File: src/rtl/presence_tracker.sv
// presence_tracker: multi-channel object presence tracking.
// Each channel needs ACQUIRE_CYCLES consecutive detect samples before it
// declares an object on screen. It then holds on_screen for HOLD_CYCLES
// after detection drops, and emits one-cycle acquire/lost event pulses.
// Optional build macro PRESENCE_COUNT_EN adds the on_count output, which is
// the population count of on_screen.
module presence_tracker #(
  parameter int unsigned NUM_CH         = 4,
  parameter int unsigned CLK_FREQ_MHZ   = 50,
  parameter int unsigned HOLD_MS        = 1000,
  parameter int unsigned ACQUIRE_CYCLES = 4
) (
  input  logic                          clk,
  input  logic                          rst,
  input  logic [NUM_CH-1:0]             det,
  input  logic [NUM_CH-1:0]             ch_en,
  output logic [NUM_CH-1:0]             on_screen,
  output logic                          any_on_screen,
  output logic [NUM_CH-1:0]             acquired_pulse,
  output logic [NUM_CH-1:0]             lost_pulse
`ifdef PRESENCE_COUNT_EN
  ,
  output logic [$clog2(NUM_CH+1)-1:0]   on_count
`endif
);

  localparam int unsigned HOLD_CYCLES = CLK_FREQ_MHZ * 1000 * HOLD_MS;
  localparam int unsigned CNT_MAX     = (HOLD_CYCLES > ACQUIRE_CYCLES) ? HOLD_CYCLES
                                                                       : ACQUIRE_CYCLES;
  localparam int unsigned CNT_W       = $clog2(CNT_MAX + 1);

  typedef enum logic [1:0] {
    ST_IDLE  = 2'd0,
    ST_ACQ   = 2'd1,
    ST_TRACK = 2'd2,
    ST_HOLD  = 2'd3
  } state_t;

  state_t             state_q [NUM_CH];
  state_t             state_d [NUM_CH];
  logic [CNT_W-1:0]   cnt_q   [NUM_CH];
  logic [CNT_W-1:0]   cnt_d   [NUM_CH];
  logic [CNT_W-1:0]   cnt_inc [NUM_CH];
  logic [NUM_CH-1:0]  on_screen_d;
  logic [NUM_CH-1:0]  acquired_d;
  logic [NUM_CH-1:0]  lost_d;

  // Next-state, next-count and next-output decode for every channel
  always_comb begin
    on_screen_d = '0;
    acquired_d  = '0;
    lost_d      = '0;
    for (int i = 0; i < int'(NUM_CH); i++) begin
      state_d[i] = state_q[i];
      cnt_d[i]   = cnt_q[i];
      cnt_inc[i] = cnt_q[i] + CNT_W'(1);

      if (!ch_en[i]) begin
        // disabled channel is forced idle silently, ahead of detection
        state_d[i] = ST_IDLE;
        cnt_d[i]   = '0;
      end else begin
        unique case (state_q[i])
          ST_IDLE: begin
            if (det[i]) begin
              if (ACQUIRE_CYCLES == 1) begin
                state_d[i] = ST_TRACK;
                cnt_d[i]   = '0;
              end else begin
                state_d[i] = ST_ACQ;
                cnt_d[i]   = CNT_W'(1);
              end
            end
          end
          ST_ACQ: begin
            if (!det[i]) begin
              // no partial credit survives a dropout
              state_d[i] = ST_IDLE;
              cnt_d[i]   = '0;
            end else if (cnt_inc[i] == CNT_W'(ACQUIRE_CYCLES)) begin
              state_d[i] = ST_TRACK;
              cnt_d[i]   = '0;
            end else begin
              cnt_d[i] = cnt_inc[i];
            end
          end
          ST_TRACK: begin
            if (!det[i]) begin
              if (HOLD_CYCLES == 1) begin
                state_d[i] = ST_IDLE;
                cnt_d[i]   = '0;
                lost_d[i]  = 1'b1;
              end else begin
                state_d[i] = ST_HOLD;
                cnt_d[i]   = CNT_W'(1);
              end
            end
          end
          ST_HOLD: begin
            if (det[i]) begin
              // retrigger; the next loss restarts the full hold window
              state_d[i] = ST_TRACK;
              cnt_d[i]   = '0;
            end else if (cnt_inc[i] == CNT_W'(HOLD_CYCLES)) begin
              state_d[i] = ST_IDLE;
              cnt_d[i]   = '0;
              lost_d[i]  = 1'b1;
            end else begin
              cnt_d[i] = cnt_inc[i];
            end
          end
          default: begin
            state_d[i] = ST_IDLE;
            cnt_d[i]   = '0;
          end
        endcase
      end

      on_screen_d[i] = (state_d[i] == ST_TRACK) || (state_d[i] == ST_HOLD);
      acquired_d[i]  = on_screen_d[i] && !on_screen[i];
    end
  end

  // State, counter and output registers
  always_ff @(posedge clk) begin
    if (rst) begin
      for (int i = 0; i < int'(NUM_CH); i++) begin
        state_q[i] <= ST_IDLE;
        cnt_q[i]   <= '0;
      end
      on_screen      <= '0;
      acquired_pulse <= '0;
      lost_pulse     <= '0;
    end else begin
      for (int i = 0; i < int'(NUM_CH); i++) begin
        state_q[i] <= state_d[i];
        cnt_q[i]   <= cnt_d[i];
      end
      on_screen      <= on_screen_d;
      acquired_pulse <= acquired_d;
      lost_pulse     <= lost_d;
    end
  end

  // Aggregate presence flag, same cycle as on_screen
  always_comb begin
    any_on_screen = |on_screen;
  end

`ifdef PRESENCE_COUNT_EN
  localparam int unsigned OC_W = $clog2(NUM_CH + 1);

  // Number of channels currently on screen
  always_comb begin
    on_count = '0;
    for (int i = 0; i < int'(NUM_CH); i++) begin
      on_count = on_count + OC_W'(on_screen[i]);
    end
  end
`endif

endmodule
File: config.mk
export PLATFORM = sky130hd
export DESIGN_NAME = presence_tracker
export DESIGN_NICKNAME = d
export VERILOG_FILES = /design/src/rtl/presence_tracker.sv
export SDC_FILE = /design/constraint.sdc
export NUM_CORES = 1
export LEC_CHECK = 0
export ABC_AREA = 0
export CAP_MARGIN = 25
export CORE_MARGIN = 5
export CORE_UTILIZATION = 34
export DETAILED_ROUTE_END_ITERATION = 10
export GPL_TIMING_DRIVEN = 0
export PLACE_DENSITY_LB_ADDON = 0.2
export SLEW_MARGIN = 10
export SYNTH_ARGS = -nofsm -noshare
export SYNTH_HDL_FRONTEND = slang
export SYNTH_SLANG_ARGS = --single-unit
File: constraint.sdc
create_clock -name clk -period 9.65 [get_ports clk]
set_clock_uncertainty 0.2 [all_clocks]
set_input_delay 1.93 -clock clk [delete_from_list [all_inputs] [get_ports clk]]
set_output_delay 1.93 -clock clk [all_outputs]
set_load 0.02 [all_outputs]
==> impl_metrics.csv, run 1 <==
group,metric,value,unit
route,wl_per_cell,15.95,um
run,cap_violations,0,
clock_tree,post_cts_buffers,0,
grt,grt_overflow,0,
place,io_buffers,21,
route,vias_per_cell,5.620,
setup_path,critPathCaptureType,"flip-flop",
setup_path,crit_path_start,"rst",
grt,antenna_found_initial,1,
hold_path,worstHoldPathType,"flip-flop to flip-flop",
timing,final-hold-violation-count,0,
setup_path,critical_path.top_delay_family,"buffers and inverters",
setup_path,regToRegSetupSlack,5540,ps
place,dp_cells,1439,
power_and_ir_drop,power_frac_comb,3.4,%
logic_synthesis,synth-edff-count,0,
setup_path,cp.required,9790,ps
timing,tightest_slew,833.1,ps
logic_synthesis,synth_area,0.008409,sq mm
place,place_ws,4804,ps
grt,grt_max_degree,17,
run_status,run_status,"finished clean",
setup_path,crit_end,"cnt_q[3][6]",
power_and_ir_drop,clkPwrFrac,53.9,%
logic_synthesis,ys_warn_count,0,
logic_synthesis,yosysSeqAreaShare,29.52,%
layout,fill_cells,2498,
logic_synthesis,syn_nets,1112,
logic_synthesis,synthArstFlopShare,0,%
clock_tree,cts_resized,0,
timing,slew_viol_final,0,
timing,rsz0062_at_grt,"no",
die,die_area,0.02798,sq mm
setup_path,crit_slowest_cell,"clkdlybuf4s50_1",
clock_tree,clock_latency,410,ps
timing,period_needed,4357,ps
power_and_ir_drop,p_leak,3.387,nW
timing,worst_hold_slack,249.7,ps
die,io_pins,23,
die,initial_core_util,34.58,%
setup_path,timing.rr.end,"cnt_q[1][14]",
clock_tree,numCtsBuffers,17,
timing,fin_crit_sh,45.15,%
power_and_ir_drop,power_density,125.8,mW/mm^2
timing,setup_viol,0,
setup_path,crit_type,"input port to flip-flop",
setup_path,cp_data_arrival_time,4500,ps
setup_path,regToRegStartpoint,"cnt_q[1][0]",
layout,layout-drive-gt1-share,9.424,%
route,dr.pass1.iters,5,
setup_path,path_cells,"clkdlybuf4s50_1 -> nand2b_1 -> or3_1 -> a21oi_1 -> buf_2 -> buf_2 -> nand2_1 -> mux2i_1",
power_and_ir_drop,ir_drop,0.1085,mV
die,die_x,167.3,um
route,ant_nets,0,
timing,fmax,229.5,MHz
clock_tree,htreeDepth,4,
place,routabilityCongestion,0.8610,
power_and_ir_drop,p_sw,0.2686,mW
setup_path,critPathBufInv,3,
setup_path,start_kind,"input port",
clock_tree,cts_tree,"done",
setup_path,path_common_cell,"buf_2",
clock_tree,cts_hold_buffers,0,
grt,grt_pass1_vias,7577,
clock_tree,clkTransAtPathRegs,50,ps
route,wl_met3,1.089,mm
logic_synthesis,synth-seq-cells,124,
power_and_ir_drop,switching_share,22.21,%
layout,antenna_cells,0,
grt,grt_first_pass_wirelength,39.12,mm
place,place_area,0.009025,sq mm
layout,area_delta_synth_final,14.33,%
setup_path,worstRegToRegCells,12,
route,routedLengthMet1,11.48,mm
route,drc,0,
die,core_area,0.02432,sq mm
logic_synthesis,syn_avg_cell_area,7.687,sq um
route,num_vias,8261,
die,placementRows,57,
clock_tree,cts_sinks,124,
grt,grt_usage,16.59,%
die,die_h,167.3,um
layout,fin_area,0.009614,sq mm
logic_synthesis,syn_inst,1094,
logic_synthesis,synth_cell_type_count,88,
setup_path,critPathMaxStageDelay,590,ps
route,highest_layer,"met5",
route,drt_iter0_drc,613,
timing,fin_ws,5293,ps
place,place_hpwl,17.07,mm
setup_path,crit_cells,8,
logic_synthesis,ys.flop_type,"dfxtp_1",
setup_path,crit_fanout,10,
route,drt-total-wl,23.45,mm
layout,stdcell_count,1470,
route,route.met2.wl,10.48,mm
timing,worst_slew_margin_rel,44.46,%
clock_tree,cts-root-buf,"clkbuf_16",
layout,nNetsFinal,1152,
timing,tns,0,ps
power_and_ir_drop,p_int,0.9408,mW
power_and_ir_drop,p_seq_share,42.7,%
clock_tree,cts_buffer_depth,2,
## worst min-delay path by stage
stage / endpoint / start / depth (start not counted) / slack (ps)
final: acquired_pulse[2] / on_screen[2] / 1 / 250
after global routing: acquired_pulse[2] / on_screen[2] / 1 / 270
after CTS: acquired_pulse[2] / on_screen[2] / 1 / 250
after floorplan: cnt_q[3][19] / cnt_q[3][19] / 2 / 250
after detailed placement: acquired_pulse[2] / on_screen[2] / 1 / 240
after global placement: acquired_pulse[2] / on_screen[2] / 1 / 240
## flip-flops by register name (all words and copies together) (netlist names)
register / count
cnt_q: 104
on_screen: 4
acquired_pulse: 4
lost_pulse: 4
state_q: 8
## cell usage in the layout (no fill, tap or decap), types with 6 or more instances in the layout
cell             instances
nand2b_1                13
or3_1                   15
mux2i_1                  6
nor3_1                  31
nor2_1                  75
and3_1                  29
and4_1                  19
a21o_1                  15
clkdlybuf4s50_1         21
clkbuf_16               17
nand4_1                 41
a21oi_1                 73
nand3b_1                 6
xor2_1                  19
xnor2_1                 33
a22oi_1                  7
nand3_1                 71
a31oi_1                 30
inv_1                   33
nor4_1                  30
clkbuf_1                39
ha_1                     8
a22o_1                  13
a211oi_1                 9
o21a_1                   9
and2_1                  11
or4_1                    7
o21ai_0                 56
buf_4                    6
buf_2                   27
dfxtp_1                124
nor2b_1                  9
nand2_1                113
## layer usage
metal,global-route usage (%),vias to the layer above
met5,0,-
met4,4.517,2
li1,-,4167
met1,23.63,3857
met3,2.475,35
met2,26.28,200
## power by group through the flow
stage / combinational [mW] / sequential (mW) / clock [mW]
6_report: 0.0412 / 0.517 / 0.651
5_1_grt: 0.0459 / 0.517 / 0.687
4_1_cts: 0.0416 / 0.517 / 0.668
3_5_place_dp: 0.0415 / 0.528 / 0
3_3_place_gp: 0.0413 / 0.528 / 0
2_1_floorplan: 0.0258 / 0.527 / 0
## synthesized netlist by cell type (all sizes together), types with 3 or more instances
cell type,count,area [sq um]
o211ai,4,30.03
mux2i,6,60.06
and4b,3,30.03
and2,11,68.82
nor4,36,297.8
a22oi,8,65.06
nand2,114,430.4
dfxtp,124,2482
or3,15,93.84
a211oi,9,67.56
o21ai,61,305.3
and3,29,181.4
a221o,5,50.05
nand3,74,385.4
a22o,13,113.9
a311oi,5,50.04
nand2b,13,81.33
or2,4,25.03
a41oi,3,26.28
clkbuf,38,145.1
a311o,3,30.03
o31a,4,35.03
or4,10,86.33
a21o,15,112.6
xor2,19,166.4
a21oi,74,374.1
nor2,77,307.8
nor2b,9,56.30
o31ai,8,111.4
o22ai,4,25.02
nor3,34,185.2
and4,19,166.4
buf,38,229.0
nand4,46,354.1
o311ai,6,52.55
inv,33,123.9
a221oi,4,35.03
nand3b,6,45.04
a31oi,30,187.7
a21boi,3,22.52
o21a,9,67.56
xnor2,33,289.0
ha,8,100.1
## kinds of logic after synthesis
kind of cell,count (synthesis),share of synthesized area [%]
adder cells (fa/ha/maj),8,1.190
flip-flops,124,29.52
AND/OR/NAND/NOR,509,34.22
buffers and inverters,109,5.922
multiplexers,7,0.8481
XOR/XNOR,52,5.416
AO/OA/AOI/OAI,285,22.88
## through the flow
step	utilization (%)	power, mW
after floorplan	-	0.5532
after global placement	37.11	0.5692
after detailed placement	37.11	0.5695
after CTS	39.53	1.226
after global routing	39.53	1.250
final	39.53	1.209
## area by class of cell
type | instances | area [sq um] | area share, %
Multi-Input combinational cell | 861 | 5429 | 56.47
Sequential cell | 124 | 2482 | 25.82
Clock buffer | 25 | 505.5 | 5.258
Tap cell | 324 | 405.4 | 4.217
Buffer | 76 | 374.1 | 3.891
Timing Repair Buffer | 21 | 210.2 | 2.186
Inverter | 33 | 123.9 | 1.288
Clock inverter | 6 | 83.83 | 0.8719
(Power assumes the default switching activity.)
==> run 2: changes to the inputs <==
==> constraint.sdc (replaced) <==
create_clock -name clk -period 3.73 [get_ports clk]
set_clock_uncertainty 0.2 [all_clocks]
set_input_delay 0.746 -clock clk [delete_from_list [all_inputs] [get_ports clk]]
set_output_delay 0.746 -clock clk [all_outputs]
set_load 0.02 [all_outputs]
==> run 2 against run 1 <==
Effect of this change:
- combinational power rose to 2.7 times the previous value
- sequential power rose to 2.6 times the previous value
- critical path depth rose by 4
- first-iteration DRC count is 3.3% higher
- design area is 2.1% higher
- critical path type is now flip-flop to flip-flop
- largest power group unchanged
==> impl_metrics.csv, run 2 (synthesized netlist as in run 1, its figures left out) <==
group,metric,value,unit
power_and_ir_drop,p_sw,0.6995,mW
route,dr.pass1.iters,5,
grt,grt_pass1_vias,7619,
grt,grt_first_pass_wirelength,39.34,mm
power_and_ir_drop,ir_drop,0.2836,mV
layout,layout-drive-gt1-share,11.61,%
setup_path,critPathCaptureType,"flip-flop",
timing,final-hold-violation-count,0,
setup_path,crit_fanout,10,
setup_path,crit_path_start,"cnt_q[1][2]",
layout,antenna_cells,0,
grt,grt_overflow,0,
place,place_hpwl,17.07,mm
timing,tns,0,ps
die,placementRows,57,
place,place_ws,-351.6,ps
run,cap_violations,0,
power_and_ir_drop,switching_share,22.31,%
timing,fin_crit_sh,95.28,%
clock_tree,cts_tree,"done",
power_and_ir_drop,power_frac_comb,3.5,%
die,io_pins,23,
layout,fin_area,0.009816,sq mm
route,wl_per_cell,16.08,um
place,place_area,0.009025,sq mm
clock_tree,cts_buffer_depth,2,
layout,stdcell_count,1478,
route,drt-total-wl,23.76,mm
die,die_x,167.3,um
setup_path,crit_end,"cnt_q[1][21]",
clock_tree,cts-root-buf,"clkbuf_16",
place,dp_cells,1439,
setup_path,start_kind,"flip-flop",
timing,fmax,281.4,MHz
layout,reg_top3,"cnt_q (104), state_q (8)",
timing,tightest_slew,826.4,ps
timing,period_needed,3554,ps
hold_path,worstHoldPathType,"flip-flop to flip-flop",
layout,post-route-util,40.36,%
die,die_h,167.3,um
clock_tree,clkTransAtPathRegs,60,ps
route,vias_per_cell,5.645,
layout,largest_register,"cnt_q",
route,ant_nets,0,
timing,worst_hold_slack,249.7,ps
power_and_ir_drop,p_int,2.436,mW
clock_tree,htreeDepth,4,
layout,nNetsFinal,1160,
layout,largest_reg_flops,104,
power_and_ir_drop,power,3.135,mW
clock_tree,cts_sinks,124,
die,core_area,0.02432,sq mm
place,io_buffers,21,
setup_path,worstRegToRegCells,12,
timing,slew_viol_final,0,
timing,setup_viol,0,
run_status,run_status,"finished clean",
die,die_area,0.02798,sq mm
place,routabilityCongestion,0.8610,
setup_path,cp.required,3810,ps
grt,grt_max_degree,17,
grt,grt_usage,16.66,%
power_and_ir_drop,p_leak,3.479,nW
setup_path,regToRegStartpoint,"cnt_q[1][2]",
route,drt_iter0_drc,633,
timing,worst_slew_margin_rel,44.49,%
layout,fill_cells,2476,
timing,rsz0062_at_grt,"yes",
route,num_vias,8344,
setup_path,timing.rr.end,"cnt_q[1][21]",
clock_tree,numCtsBuffers,17,
die,initial_core_util,34.58,%
layout,area_delta_synth_final,16.72,%
timing,fin_ws,176.0,ps
layout,mostFrequentLayoutCell,"dfxtp_1",
clock_tree,clock_latency,420,ps
power_and_ir_drop,p_seq_share,42.7,%
power_and_ir_drop,clkPwrFrac,53.8,%
layout,final_cell_mix,"121 x dfxtp_1, 113 x nand2_1, 73 x nor2_1, 72 x a21oi_1, 69 x nand3_1",
setup_path,crit_type,"flip-flop to flip-flop",
route,drc,0,
grt,antenna_found_initial,1,
setup_path,cp_data_arrival_time,3630,ps
setup_path,regToRegSetupSlack,180,ps
power_and_ir_drop,power_density,319.4,mW/mm^2
-- run 2: cell type report --
class                   instances  area (sq um)  share of cell area (%)
clock inverters                 6         83.83                  0.8540
flip-flops and latches        124          2486                   25.33
repair buffers                 31         285.3                   2.906
inverters                      33         123.9                   1.262
clock buffers                  25         505.5                   5.150
well taps                     324         405.4                   4.130
plain buffers                  74         371.6                   3.786
multi-input cells             861          5554                   56.58
-- run 2: how the worst min path moves through the flow --
| stage | start | end | slack, ps | cells after the start |
|---|---|---|---|---|
| 3_3_place_gp | on_screen[2] | acquired_pulse[2] | 240 | 1 |
| 6_report | on_screen[2] | acquired_pulse[2] | 250 | 1 |
| 2_1_floorplan | cnt_q[3][19] | cnt_q[3][19] | 250 | 2 |
| 3_5_place_dp | on_screen[2] | acquired_pulse[2] | 240 | 1 |
| 4_1_cts | on_screen[2] | acquired_pulse[2] | 250 | 1 |
| 5_1_grt | on_screen[2] | acquired_pulse[2] | 270 | 1 |
-- run 2: layer usage --
layer | vias up | track usage [%] | part of all wire (%)
met1 | 3921 | 23.66 | 49
met5 | - | 0 | 0.055
met3 | 30 | 2.499 | 4.3
met2 | 197 | 26.31 | 45
met4 | 2 | 4.799 | 1.6
li1 | 4194 | - | -
-- run 2: worst max-delay path, cell delays in order, from the launching register on --
cell and delay (ps):
dfxtp_1 370, buf_2 240, and4_1 280, nand4_1 190
or4_1 560, a21oi_1 250, o2111ai_1 250, o31ai_4 420
nand2_2 120, buf_6 160, buf_6 150, a21oi_1 150
a31oi_1 60
-- run 2: power groups by stage --
stage	sequential (mW)	combinational [mW]	clock, mW
finish	1.34	0.110	1.69
detailed placement	1.37	0.107	0
global placement	1.37	0.107	0
CTS	1.34	0.109	1.73
global route	1.34	0.122	1.78
floorplan	1.36	0.0667	0
-- run 2: timing repair --
| item | CTS | global route |
|---|---|---|
| hold buffers | 0 | 0 |
| cloned | 0 | 0 |
| gates resized for setup | 11 | 17 |
| setup endpoints to repair | 73 | 95 |
| buffers inserted | 3 | 7 |
| pin swaps | 3 | 7 |
